$ cat config.mk
export PLATFORM = sky130hd
export DESIGN_NAME = occupancy_counter
export DESIGN_NICKNAME = d
export VERILOG_FILES = /design/src/rtl/occupancy_pkg.sv /design/src/rtl/pulse_edge_detect.sv /design/src/rtl/occupancy_counter.sv
export SDC_FILE = /design/constraint.sdc
export NUM_CORES = 1
export LEC_CHECK = 0
export ABC_AREA = 0
export ABC_CLOCK_PERIOD_IN_PS = 3890
export BUFFER_PORTS_ARGS = -buffer_cell sky130_fd_sc_hd__buf_2
export CAP_MARGIN = 15
export CORE_UTILIZATION = 50
export CTS_BUF_LIST = sky130_fd_sc_hd__clkbuf_4
export DETAILED_ROUTE_END_ITERATION = 10
export GPL_ROUTABILITY_DRIVEN = 1
export HOLD_SLACK_MARGIN = 0.12
export PLACE_DENSITY = 0.8
export REMOVE_ABC_BUFFERS = 1
export SYNTH_ARGS = -nofsm -noshare
export SYNTH_HDL_FRONTEND = slang
export SYNTH_SLANG_ARGS = --single-unit
$ cat constraint.sdc
create_clock -name clk -period 3.89 [get_ports clk]
set_input_delay 0.1945 -clock clk [delete_from_list [all_inputs] [get_ports clk]]
set_output_delay 0.1945 -clock clk [all_outputs]
set_load 0.02 [all_outputs]
$ cat src/rtl/occupancy_pkg.sv
// Shared opcodes and parameter-legality helpers for the occupancy counter.
// The check macro expands to an elaboration-time generate block inside a module.
package occupancy_pkg;
  typedef logic [2:0] op_t;

  localparam op_t OP_HOLD = 3'd0;
  localparam op_t OP_INC  = 3'd1;
  localparam op_t OP_DEC  = 3'd2;
  localparam op_t OP_LOAD = 3'd3;
  localparam op_t OP_CLR  = 3'd4;

  // WIDTH is capped so that 2^WIDTH-1 still fits a signed int parameter.
  function automatic bit params_legal(int w, int max_count, int af_thresh);
    return (w >= 1) && (w <= 30) &&
           (max_count >= 1) && (max_count <= ((1 << w) - 1)) &&
           (af_thresh >= 1) && (af_thresh <= max_count);
  endfunction
endpackage

`ifndef OCC_CHECK_PARAMS
`define OCC_CHECK_PARAMS(W, M, A) \
  if (!occupancy_pkg::params_legal(W, M, A)) begin : g_param_check \
    $error("occupancy_counter: illegal WIDTH/MAX_COUNT/AF_THRESH"); \
  end
`endif

$ cat src/rtl/pulse_edge_detect.sv
// Qualifies a sensor input into an event: rising edge only, or level when EDGE_DETECT=0.
// History resets high so an input already asserted at reset release is ignored.
module pulse_edge_detect #(
  parameter int EDGE_DETECT = 1
) (
  input  logic clk,
  input  logic reset_n,
  input  logic in_i,
  output logic ev_o
);
  logic hist_q, hist_d;

  always_comb hist_d = in_i;

  always_ff @(posedge clk or negedge reset_n) begin
    if (!reset_n) hist_q <= 1'b1;
    else          hist_q <= hist_d;
  end

  always_comb ev_o = (EDGE_DETECT != 0) ? (in_i & ~hist_q) : in_i;
endmodule

$ cat src/rtl/occupancy_counter.sv
// Saturating up/down occupancy counter with clear/load, status decode and
// sticky overflow/underflow flags.
module occupancy_counter
  import occupancy_pkg::*;
#(
  parameter int WIDTH       = 8,
  parameter int MAX_COUNT   = 255,
  parameter int AF_THRESH   = 240,
  parameter int EDGE_DETECT = 1
) (
  input  logic             clk,
  input  logic             reset_n,
  input  logic             inc,
  input  logic             dec,
  input  logic             clr,
  input  logic             load,
  input  logic [WIDTH-1:0] load_val,
  input  logic             err_clr,
  output logic [WIDTH-1:0] val,
  output logic             full,
  output logic             empty,
  output logic             almost_full,
  output logic             ovf_err,
  output logic             unf_err
);
  `OCC_CHECK_PARAMS(WIDTH, MAX_COUNT, AF_THRESH)

  localparam logic [WIDTH-1:0] CAP = WIDTH'(MAX_COUNT);
  localparam logic [WIDTH-1:0] AF  = WIDTH'(AF_THRESH);

  // Lane 0 = inc, lane 1 = dec.
  logic [1:0] raw_ev, ev;
  assign raw_ev = {dec, inc};

  for (genvar i = 0; i < 2; i++) begin : g_evt
    pulse_edge_detect #(.EDGE_DETECT(EDGE_DETECT)) u_ped (
      .clk    (clk),
      .reset_n(reset_n),
      .in_i   (raw_ev[i]),
      .ev_o   (ev[i])
    );
  end

  op_t op;
  always_comb begin
    op = OP_HOLD;
    if      (clr)             op = OP_CLR;
    else if (load)            op = OP_LOAD;
    else if (ev[0] && !ev[1]) op = OP_INC;
    else if (ev[1] && !ev[0]) op = OP_DEC;
  end

  logic [WIDTH-1:0] cnt_q, cnt_d;
  logic             ovf_q, ovf_d, unf_q, unf_d;
  logic             ovf_set, unf_set;

  always_comb begin
    cnt_d   = cnt_q;
    ovf_set = 1'b0;
    unf_set = 1'b0;
    case (op)
      OP_CLR:  cnt_d = '0;
      OP_LOAD: begin
        if (load_val > CAP) begin
          cnt_d   = CAP;
          ovf_set = 1'b1;
        end else begin
          cnt_d = load_val;
        end
      end
      OP_INC: begin
        if (cnt_q < CAP) cnt_d   = cnt_q + WIDTH'(1);
        else             ovf_set = 1'b1;
      end
      OP_DEC: begin
        if (cnt_q != '0) cnt_d   = cnt_q - WIDTH'(1);
        else             unf_set = 1'b1;
      end
      default: ;
    endcase
    // A new error in the same cycle as err_clr keeps the flag set.
    ovf_d = ovf_set | (ovf_q & ~err_clr);
    unf_d = unf_set | (unf_q & ~err_clr);
  end

  always_ff @(posedge clk or negedge reset_n) begin
    if (!reset_n) begin
      cnt_q <= '0;
      ovf_q <= 1'b0;
      unf_q <= 1'b0;
    end else begin
      cnt_q <= cnt_d;
      ovf_q <= ovf_d;
      unf_q <= unf_d;
    end
  end

  always_comb begin
    val         = cnt_q;
    full        = (cnt_q == CAP);
    empty       = (cnt_q == '0);
    almost_full = (cnt_q >= AF);
    ovf_err     = ovf_q;
    unf_err     = unf_q;
  end
endmodule

Word level (Yosys, flattened, before mapping)
Index checks and enable logic that the tools add are counted.

$add $sub $neg: 2. Order comparisons: 3. Eq/ne operators: 7. Multiplexer cells: 13. Bitwise logic cells: 9. Reductions and logical operators: 8.

Operators by type and width (count): $pmux W8 S4 (1); $mux W8 (3); $add A8 B1 Y8 const B (1); $eq A8 B8 Y1 const B (1); $ge A8 B8 Y1 const B (1); $gt A8 B8 Y1 const B (1); $logic_not A8 Y1 (1); $lt A8 B8 Y1 const B (1); $reduce_bool A8 Y1 (1); $sub A8 B1 Y8 const B (1); $eq A3 B2 Y1 const B (2); $mux W2 (3); $and A1 B1 Y1 (4); $mux W1 (4); $ne A2 B2 Y1 const B (2); $reduce_bool A4 Y1 (1); $eq A3 B1 Y1 const B (1); $eq A3 B3 Y1 const B (1); $mux W3 (1); $not A1 Y1 (3); $reduce_and A3 Y1 (1); $logic_and A1 B1 Y1 (2); $logic_not A1 Y1 (2); $or A1 B1 Y1 (2); $pmux W1 S2 (1).

Bits in registers: 12. Input port bits: 15. Output and inout bits: 13. Logic and storage cells: 47.

Depth between registers and ports, before layout
Gate-level depths: netlist (run 1).

Depth after elaboration: 11. Mapped depth: 8. Gate-level depth less buffers: 8.

Cells and area by module
From an unflattened synthesis (run 1), not the netlist that was laid out.

Cell total of the unflattened synthesis: 90. Area total of the unflattened synthesis: 887.1 um2.

Modules (own cells, without submodules): occupancy_counter (times used 1, cells an instance 86, area an instance 807.0 um2, sequential area each 250.2 um2); pulse_edge_detect (times used 2, cells an instance 2, area an instance 40.0 um2, sequential area each 26.3 um2).

Worst setup path after synthesis (run 1)
No wires, ideal clock.

Path kind: reg2reg. Start: register g_evt[0].u_ped.hist_q. End: register cnt_q[4], in the netlist val[4]. Library setup time: 0.128 ns. Arrival: 2.781 ns. Data required time: 3.762 ns. Slack: 0.981 ns. Stages on the path, launching flop included: 9. Path buffers: 0. Path through: dfstp_2 nor2b_4 nor4_1 ha_1 a21o_1 a21oi_1 xnor2_1 a22o_1 mux2_1.

Cells in the longest elaborated chain, start to end: 11. Elaborated cells on any way between the ends: 18. Those cells by class: eq/ne (6); mux (5); bitwise (2); reduce/logical (5).

Ends and longest elaborated chain: start: declaration (line pulse_edge_detect.sv:11) `logic hist_q, hist_d;`; start signal: assignment (line pulse_edge_detect.sv:17) `else hist_q <= hist_d;`; $not A1 Y1 (*) (line pulse_edge_detect.sv:20) `always_comb ev_o = (EDGE_DETECT != 0) ? (in_i & ~hist_q) : in_i;`; $and A1 B1 Y1 (*) (line pulse_edge_detect.sv:20); $logic_not A1 Y1 (line occupancy_counter.sv:50) `else if (ev[1] && !ev[0]) op = OP_DEC;`; $logic_and A1 B1 Y1 (line occupancy_counter.sv:50); $mux W2 (line occupancy_counter.sv:50); $mux W2 (*) (line occupancy_counter.sv:49) `else if (ev[0] && !ev[1]) op = OP_INC;`; $mux W2 (*) (line occupancy_counter.sv:48) `else if (load) op = OP_LOAD;`; $mux W3 (*) (line occupancy_counter.sv:47) `if (clr) op = OP_CLR;`; $eq A3 B2 Y1, or another cell as far along (line occupancy_counter.sv:61) `case (op)`; $reduce_bool A4 Y1 (no source line) or $ne A2 B2 Y1 (tied branches); $reduce_and A3 Y1 (no source line); end signal: assignment (line occupancy_counter.sv:92) `cnt_q <= cnt_d;`; end: declaration (line occupancy_counter.sv:53) `logic [WIDTH-1:0] cnt_q, cnt_d;`.

Every way passes the cells marked *; elsewhere a longest branch is shown, timed or not. A chain may end at the register's enable or synchronous reset.

Worst setup path after layout (run 1)
Start: input inc. End: register cnt_q[7], in the netlist val[7].

Cells in the longest elaborated chain, start to end: 10. Elaborated cells on any way between the ends: 17. Those cells by class: eq/ne (6); mux (5); bitwise (1); reduce/logical (5).

Ends and longest elaborated chain: start: declaration (line occupancy_counter.sv:13) `input logic inc,`; $and A1 B1 Y1 (*) (line pulse_edge_detect.sv:20); $logic_not A1 Y1 (line occupancy_counter.sv:50); $logic_and A1 B1 Y1 (line occupancy_counter.sv:50); $mux W2 (line occupancy_counter.sv:50); $mux W2 (*) (line occupancy_counter.sv:49); $mux W2 (*) (line occupancy_counter.sv:48); $mux W3 (*) (line occupancy_counter.sv:47); $eq A3 B2 Y1, or another cell as far along (line occupancy_counter.sv:61); $reduce_bool A4 Y1 (no source line) or $ne A2 B2 Y1 (tied branches); $reduce_and A3 Y1 (no source line).

Marked as above.

==> impl_metrics.tcl, run 1 <==
set metrics [dict create \
    postSynthAreaPerCell_um2 10.27 \
    path_class "in -> reg" \
    synthCells 88 \
    final_hold_viol_count 0 \
    ff_latch_area_um2 302.8 \
    clkTransAtPathRegs_ns 0.08 \
    dr.pass1.iters 4 \
    drv_cap 0 \
    grt_pass1_wl_mm 3.684 \
    syn_to_final_growth_pct 24.93 \
    cts_tree "yes" \
    grt-ovfl-total 0 \
    cts.repair.resized 0 \
    drc 0 \
    slew_violations 0 \
    die_y_um 44.51 \
    fin_util_pct 70.80 \
    vias 825 \
    fmax_mhz 393.5 \
    coreArea_um2 1594 \
    cp_data_required_time_ns 4.04 \
    p_per_area_nw_per_um2 271.6 \
    die_w_um 44.51 \
    layout_common_cells "buf_2 (27), dfrtp_1 (10), o21ai_0 (6), ha_1 (6)" \
    cp_data_arrival_time_ns 2.69 \
    ant_nets 0 \
    hold_class "in -> reg" \
    p_leak_nw 0.5924 \
    syn_area_um2 903.4 \
    tightest_slew_ns 0.4387 \
    clockBufferDepth 2 \
    htree_levels 1 \
    grt_antenna_before_repair 0 \
    antennaDiodeCount 0 \
    synth_warnings 0 \
    clock_sinks 12 \
    root_buffer "clkbuf_4" \
    end_kind "flop" \
    start_kind "input pin" \
    std_cell_rows 14 \
    layout-drive-gt1-share_pct 33.61 \
    cts_buffers 3 \
    groute.usage.overall_pct 26.38 \
    n_fill_cell 139 \
    clk_latency_ns 0.27 \
    ios 28 \
    dp_hpwl_mm 1.610 \
    postCtsSetupBuffers 0 \
    fp.dieArea_um2 1981 \
    floorplan.initialDensity_pct 56.67 \
    finClkSkew_ns 0.001008 \
    maxSlewHeadroom_pct 70.75 \
    place.gp.congestion 0.7864 \
    routed_wl_mm 2.166 \
    status "completed" \
    layout_commonest_cell "buf_2" \
    ys_ff_latch 12 \
    layout.nets 145 \
    rsz0062_at_grt "no" \
    finalSetupViolCount 0 \
    ir_drop_uv 200.8 \
    multi_input_area_um2 581.8 \
    critical_path.max_fanout 9 \
    wl_per_cell_um 14.84 \
    first_global_vias 796 \
    synth_cell_types 34 \
    setup-tns-final_ns 0 \
    via_per_inst 5.651 \
    fin_crit_ns 2.541 \
    port_buffers 27 \
    finalCritPeriodShare_pct 65.32 \
    grt_max_degree 13 \
    drtIter0Drc 24 \
    yosysSeqAreaShare_pct 33.52 \
]
==> report_power, final <==
part           internal, mW  total, mW  switching, mW
registers             0.133      0.144         0.0107
clock network        0.0371     0.0797         0.0426
logic                0.0365     0.0831         0.0466
total                 0.207      0.307         0.0999
==> final timing paths <==
path / from / cells past startpoint / endpoint / slack [ns]
max: inc / 11 / val[7]$_DFFE_PN0P_ / 1.35
max in group asynchronous: reset_n / 2 / g_evt[0].u_ped.hist_q$_DFF_PN1_ / 3.27
min in group asynchronous: reset_n / 2 / val[0]$_DFFE_PN0P_ / 0.34
min reg2reg: unf_err$_DFF_PN0_ / 1 / unf_err$_DFF_PN0_ / 0.48
min: load_val[7] / 3 / val[7]$_DFFE_PN0P_ / 0.15
max reg2reg: g_evt[0].u_ped.hist_q$_DFF_PN1_ / 9 / val[7]$_DFFE_PN0P_ / 1.46
==> stage by stage <==
| step | total power, mW | std cells | setup WS, ns | instance area [um^2] | hold slack, ns |
|---|---|---|---|---|---|
| finish | 0.3065 | 146 | 1.349 | 1129 | 0.1469 |
| detailed placement | 0.2263 | 139 | 1.485 | 1072 | 0.09102 |
| floorplan | 0.1959 | 87 | 0.9814 | 899.6 | -0.1011 |
| global placement | 0.2234 | 139 | 1.585 | 1072 | 0.08997 |
| global route | 0.3229 | 146 | 1.155 | 1129 | 0.1536 |
| CTS | 0.3089 | 146 | 1.358 | 1129 | 0.1384 |
==> cell families (layout without fill, tap and decap cells) <==
family	Yosys count	after routing	share of synthesized area (%)
AOI/OAI and AO/OA	31	31	26.04
xor gates and xnor gates	6	6	5.818
adders and majority gates	7	7	10.53
buffers and inverters	5	39	2.077
DFF	12	12	33.52
muxes	5	5	6.232
and+or+nand+nor	22	22	15.79
==> repair_timing <==
action,CTS,global route
setup endpoints to repair,0,0
hold buffers,3,0
hold endpoints to repair,14,0
==> Yosys cell counts (all sizes together) <==
cell type	n	area (um^2)
mux2	5	56.30
a41oi	1	8.760
buf	1	3.750
nand2b	1	6.260
nand2	4	15.01
a2111oi	1	27.53
dfrtp	10	250.2
xor2	3	26.28
ha	6	75.07
o21bai	2	15.01
and2b	1	7.510
a21o	3	22.52
a32o	1	10.01
o21a	1	7.510
or4	2	15.01
nor2b	1	13.76
a21oi	5	25.02
nor2	6	32.53
xnor2	3	26.28
dfstp	2	52.55
inv	4	15.01
a211oi	3	22.52
nand4	2	12.51
o211ai	3	22.52
o21ai	6	30.03
fa	1	20.02
and2	2	16.27
or3b	1	8.760
nor4	1	6.260
or2	1	8.760
a22o	5	43.79
==> routing by layer <==
metal  track usage, %  vias up  routed length, um
li1                 -      402                  -
met1            34.36      390                961
met2            43.53       31               1071
met3            2.857        2                109
met4            12.73        0                 23
met5                0        -                  0
==> registers in the layout, indices dropped and copies added (netlist names) <==
name                cells
ovf_err                 1
unf_err                 1
g_evt.u_ped.hist_q      2
val                     8
==> worst max-delay path, cell delays in order <==
cell and delay [ns]:
dlygate4sd3_1 0.53, buf_2 0.14, nor2b_4 0.13, nor4_1 0.24, buf_4 0.23, ha_1 0.25, a211oi_1 0.29, nor2_1 0.13
a41oi_1 0.29, xnor2_1 0.16, o211ai_1 0.11
==> final cells by class <==
| class | instances | share of cell area [%] |
|---|---|---|
| multi-input cells | 71 | 51.55 |
| flip-flops and latches | 12 | 26.83 |
| repair buffers | 31 | 15.30 |
| well taps | 24 | 2.661 |
| clock buffers | 3 | 1.996 |
| inverters | 4 | 1.330 |
| clock inverters | 1 | 0.3326 |
Power figures use the tool's default switching activity.
==> run 2: changes to the inputs <==
Settings changed: ABC_CLOCK_PERIOD_IN_PS 3890 to 2480.
Clock period 3.89 ns to 2.48 ns, I/O delays scaled along.
==> run 2 against run 1 <==
Clock skew grew 0.0047 ns. Critical path depth shrank 2. Non-clock buffer count grew 5. Cell area grew 6.8%.
==> impl_metrics.tcl, run 2 (same netlist as run 1, synthesis figures left out) <==
set metrics [dict create \
    status "completed" \
    syn_to_final_growth_pct 33.38 \
    wl_per_cell_um 14.44 \
    multi_input_area_um2 609.3 \
    slew_violations 0 \
    critical_path.max_fanout 7 \
    ant_nets 0 \
    cts_tree "yes" \
    cp_data_arrival_time_ns 2.51 \
    finalPower_uw 509.7 \
    coreArea_um2 1594 \
    groute.usage.overall_pct 25.93 \
    finalCritPeriodShare_pct 94.17 \
    via_per_inst 5.550 \
    fin_util_pct 75.59 \
    drc 0 \
    layout-drive-gt1-share_pct 37.80 \
    finClkSkew_ns 0.005698 \
    p_switching_uw 164.6 \
    clk_latency_ns 0.28 \
    antennaDiodeCount 0 \
    routed_wl_mm 2.181 \
    first_global_vias 818 \
    htree_levels 1 \
    drtIter0Drc 3 \
    start_kind "flop" \
    floorplan.initialDensity_pct 56.67 \
    cp_data_required_time_ns 2.65 \
    p_leak_nw 0.6194 \
    fp.dieArea_um2 1981 \
    tightest_slew_ns 0.4622 \
    drv_cap 0 \
    cts_buffers 3 \
    fmax_mhz 428.2 \
    die_y_um 44.51 \
    root_buffer "clkbuf_4" \
    path_class "reg -> reg" \
    clock_sinks 12 \
    power_frac_seq_pct 44.2 \
    intPower_uw 345.1 \
    clockPowerShare_pct 28.5 \
    grt_antenna_before_repair 0 \
    switching_share_pct 32.29 \
    comb_power_share_pct 27.3 \
    std_cell_rows 14 \
    clkTransAtPathRegs_ns 0.08 \
    final_hold_viol_count 0 \
    grt_pass1_wl_mm 3.670 \
    layout_commonest_cell "buf_2" \
    hold_class "in -> reg" \
    fin_crit_ns 2.336 \
    end_kind "flop" \
    grt-ovfl-total 0 \
    maxSlewHeadroom_pct 69.19 \
    layout_common_cells "buf_2 (27), dfrtp_1 (10), o21ai_0 (6), dlygate4sd3_1 (6)" \
    p_per_area_nw_per_um2 423.0 \
    place.gp.congestion 0.8023 \
    dr.pass1.iters 2 \
    ff_latch_area_um2 302.8 \
    clockBufferDepth 2 \
    rsz0062_at_grt "no" \
    grt_max_degree 13 \
    port_buffers 27 \
    die_w_um 44.51 \
    layout.nets 150 \
    ir_drop_uv 338.6 \
    dp_hpwl_mm 1.580 \
    largest_register_ffs 8 \
    ios 28 \
    vias 838 \
    finalSetupViolCount 0 \
    n_fill_cell 116 \
]
==> run 2: cell count changes in the layout (fill, tap and decap cells not counted) <==
cell           previous run  this run
a211oi_1                  3         1
a211oi_2                  0         2
buf_4                     1         3
clkbuf_4                  3         4
clkinv_1                  1         0
dlygate4sd3_1             3         6
ha_1                      6         5
ha_2                      0         1
nor4_1                    1         0
nor4_4                    0         1
==> run 2: path summary, 6_finish.rpt <==
check                      slack, ns                              end  cells past startpoint                       startpoint
max reg2reg                     0.14               val[4]$_DFFE_PN0P_                      9  g_evt[1].u_ped.hist_q$_DFF_PN1_
max in group asynchronous       1.93  g_evt[1].u_ped.hist_q$_DFF_PN1_                      2                          reset_n
max                             0.14               val[4]$_DFFE_PN0P_                      9  g_evt[1].u_ped.hist_q$_DFF_PN1_
min                             0.13                unf_err$_DFF_PN0_                      3                          err_clr
min reg2reg                     0.48                unf_err$_DFF_PN0_                      1                unf_err$_DFF_PN0_
min in group asynchronous       0.26                ovf_err$_DFF_PN0_                      2                          reset_n
==> run 2: layout make-up <==
type,count,share of cell area [%]
timing repair buffer,36,18.07
sequential,12,25.13
multi-input combinational,71,50.57
inverter,4,1.246
tap,24,2.492
clock buffer,4,2.492
==> run 2: timing repair <==
item	4_1_cts	5_1_grt
hold endpoints to repair	17	0
hold buffers	6	0
setup endpoints to repair	0	5
gates resized for setup	0	5
buffers inserted	0	2
==> run 2: routing by layer <==
layer	wire, um	part of all wire [%]	track usage, %
met2	1064	49	44.12
met3	77	3.5	4.082
met5	0	0	0
met4	42	1.9	10.91
met1	998	46	32.41
==> run 2: stage by stage <==
step	hold WS [ns]	cell area (um^2)	setup slack, ns	instances	TNS, ns
after floorplan	-0.1716	899.6	-0.4286	87	-2.108
after global placement	0.01693	1072	0.1543	139	0
after detailed placement	0.02712	1072	0.1109	139	0
after CTS	0.1300	1162	0.06119	149	0
after global routing	0.1565	1205	0.02659	151	0
final	0.1266	1205	0.1445	151	0
==> run 2: power by group through the flow <==
stage | sequential [mW] | combinational, mW | clock, mW
floorplan | 0.238 | 0.0696 | 0
global placement | 0.228 | 0.122 | 0
detailed placement | 0.228 | 0.126 | 0
CTS | 0.225 | 0.134 | 0.146
global route | 0.227 | 0.152 | 0.149
finish | 0.225 | 0.139 | 0.145
==> run 2: worst max-delay path, stage by stage, from the launching register on <==
cell	delay (ns)
dfstp_2	0.52
nand2b_1	0.18
nor4_4	0.05
buf_4	0.16
fa_1	0.41
a21o_1	0.19
a21oi_1	0.17
xnor2_1	0.09
a22o_1	0.19
mux2_1	0.28
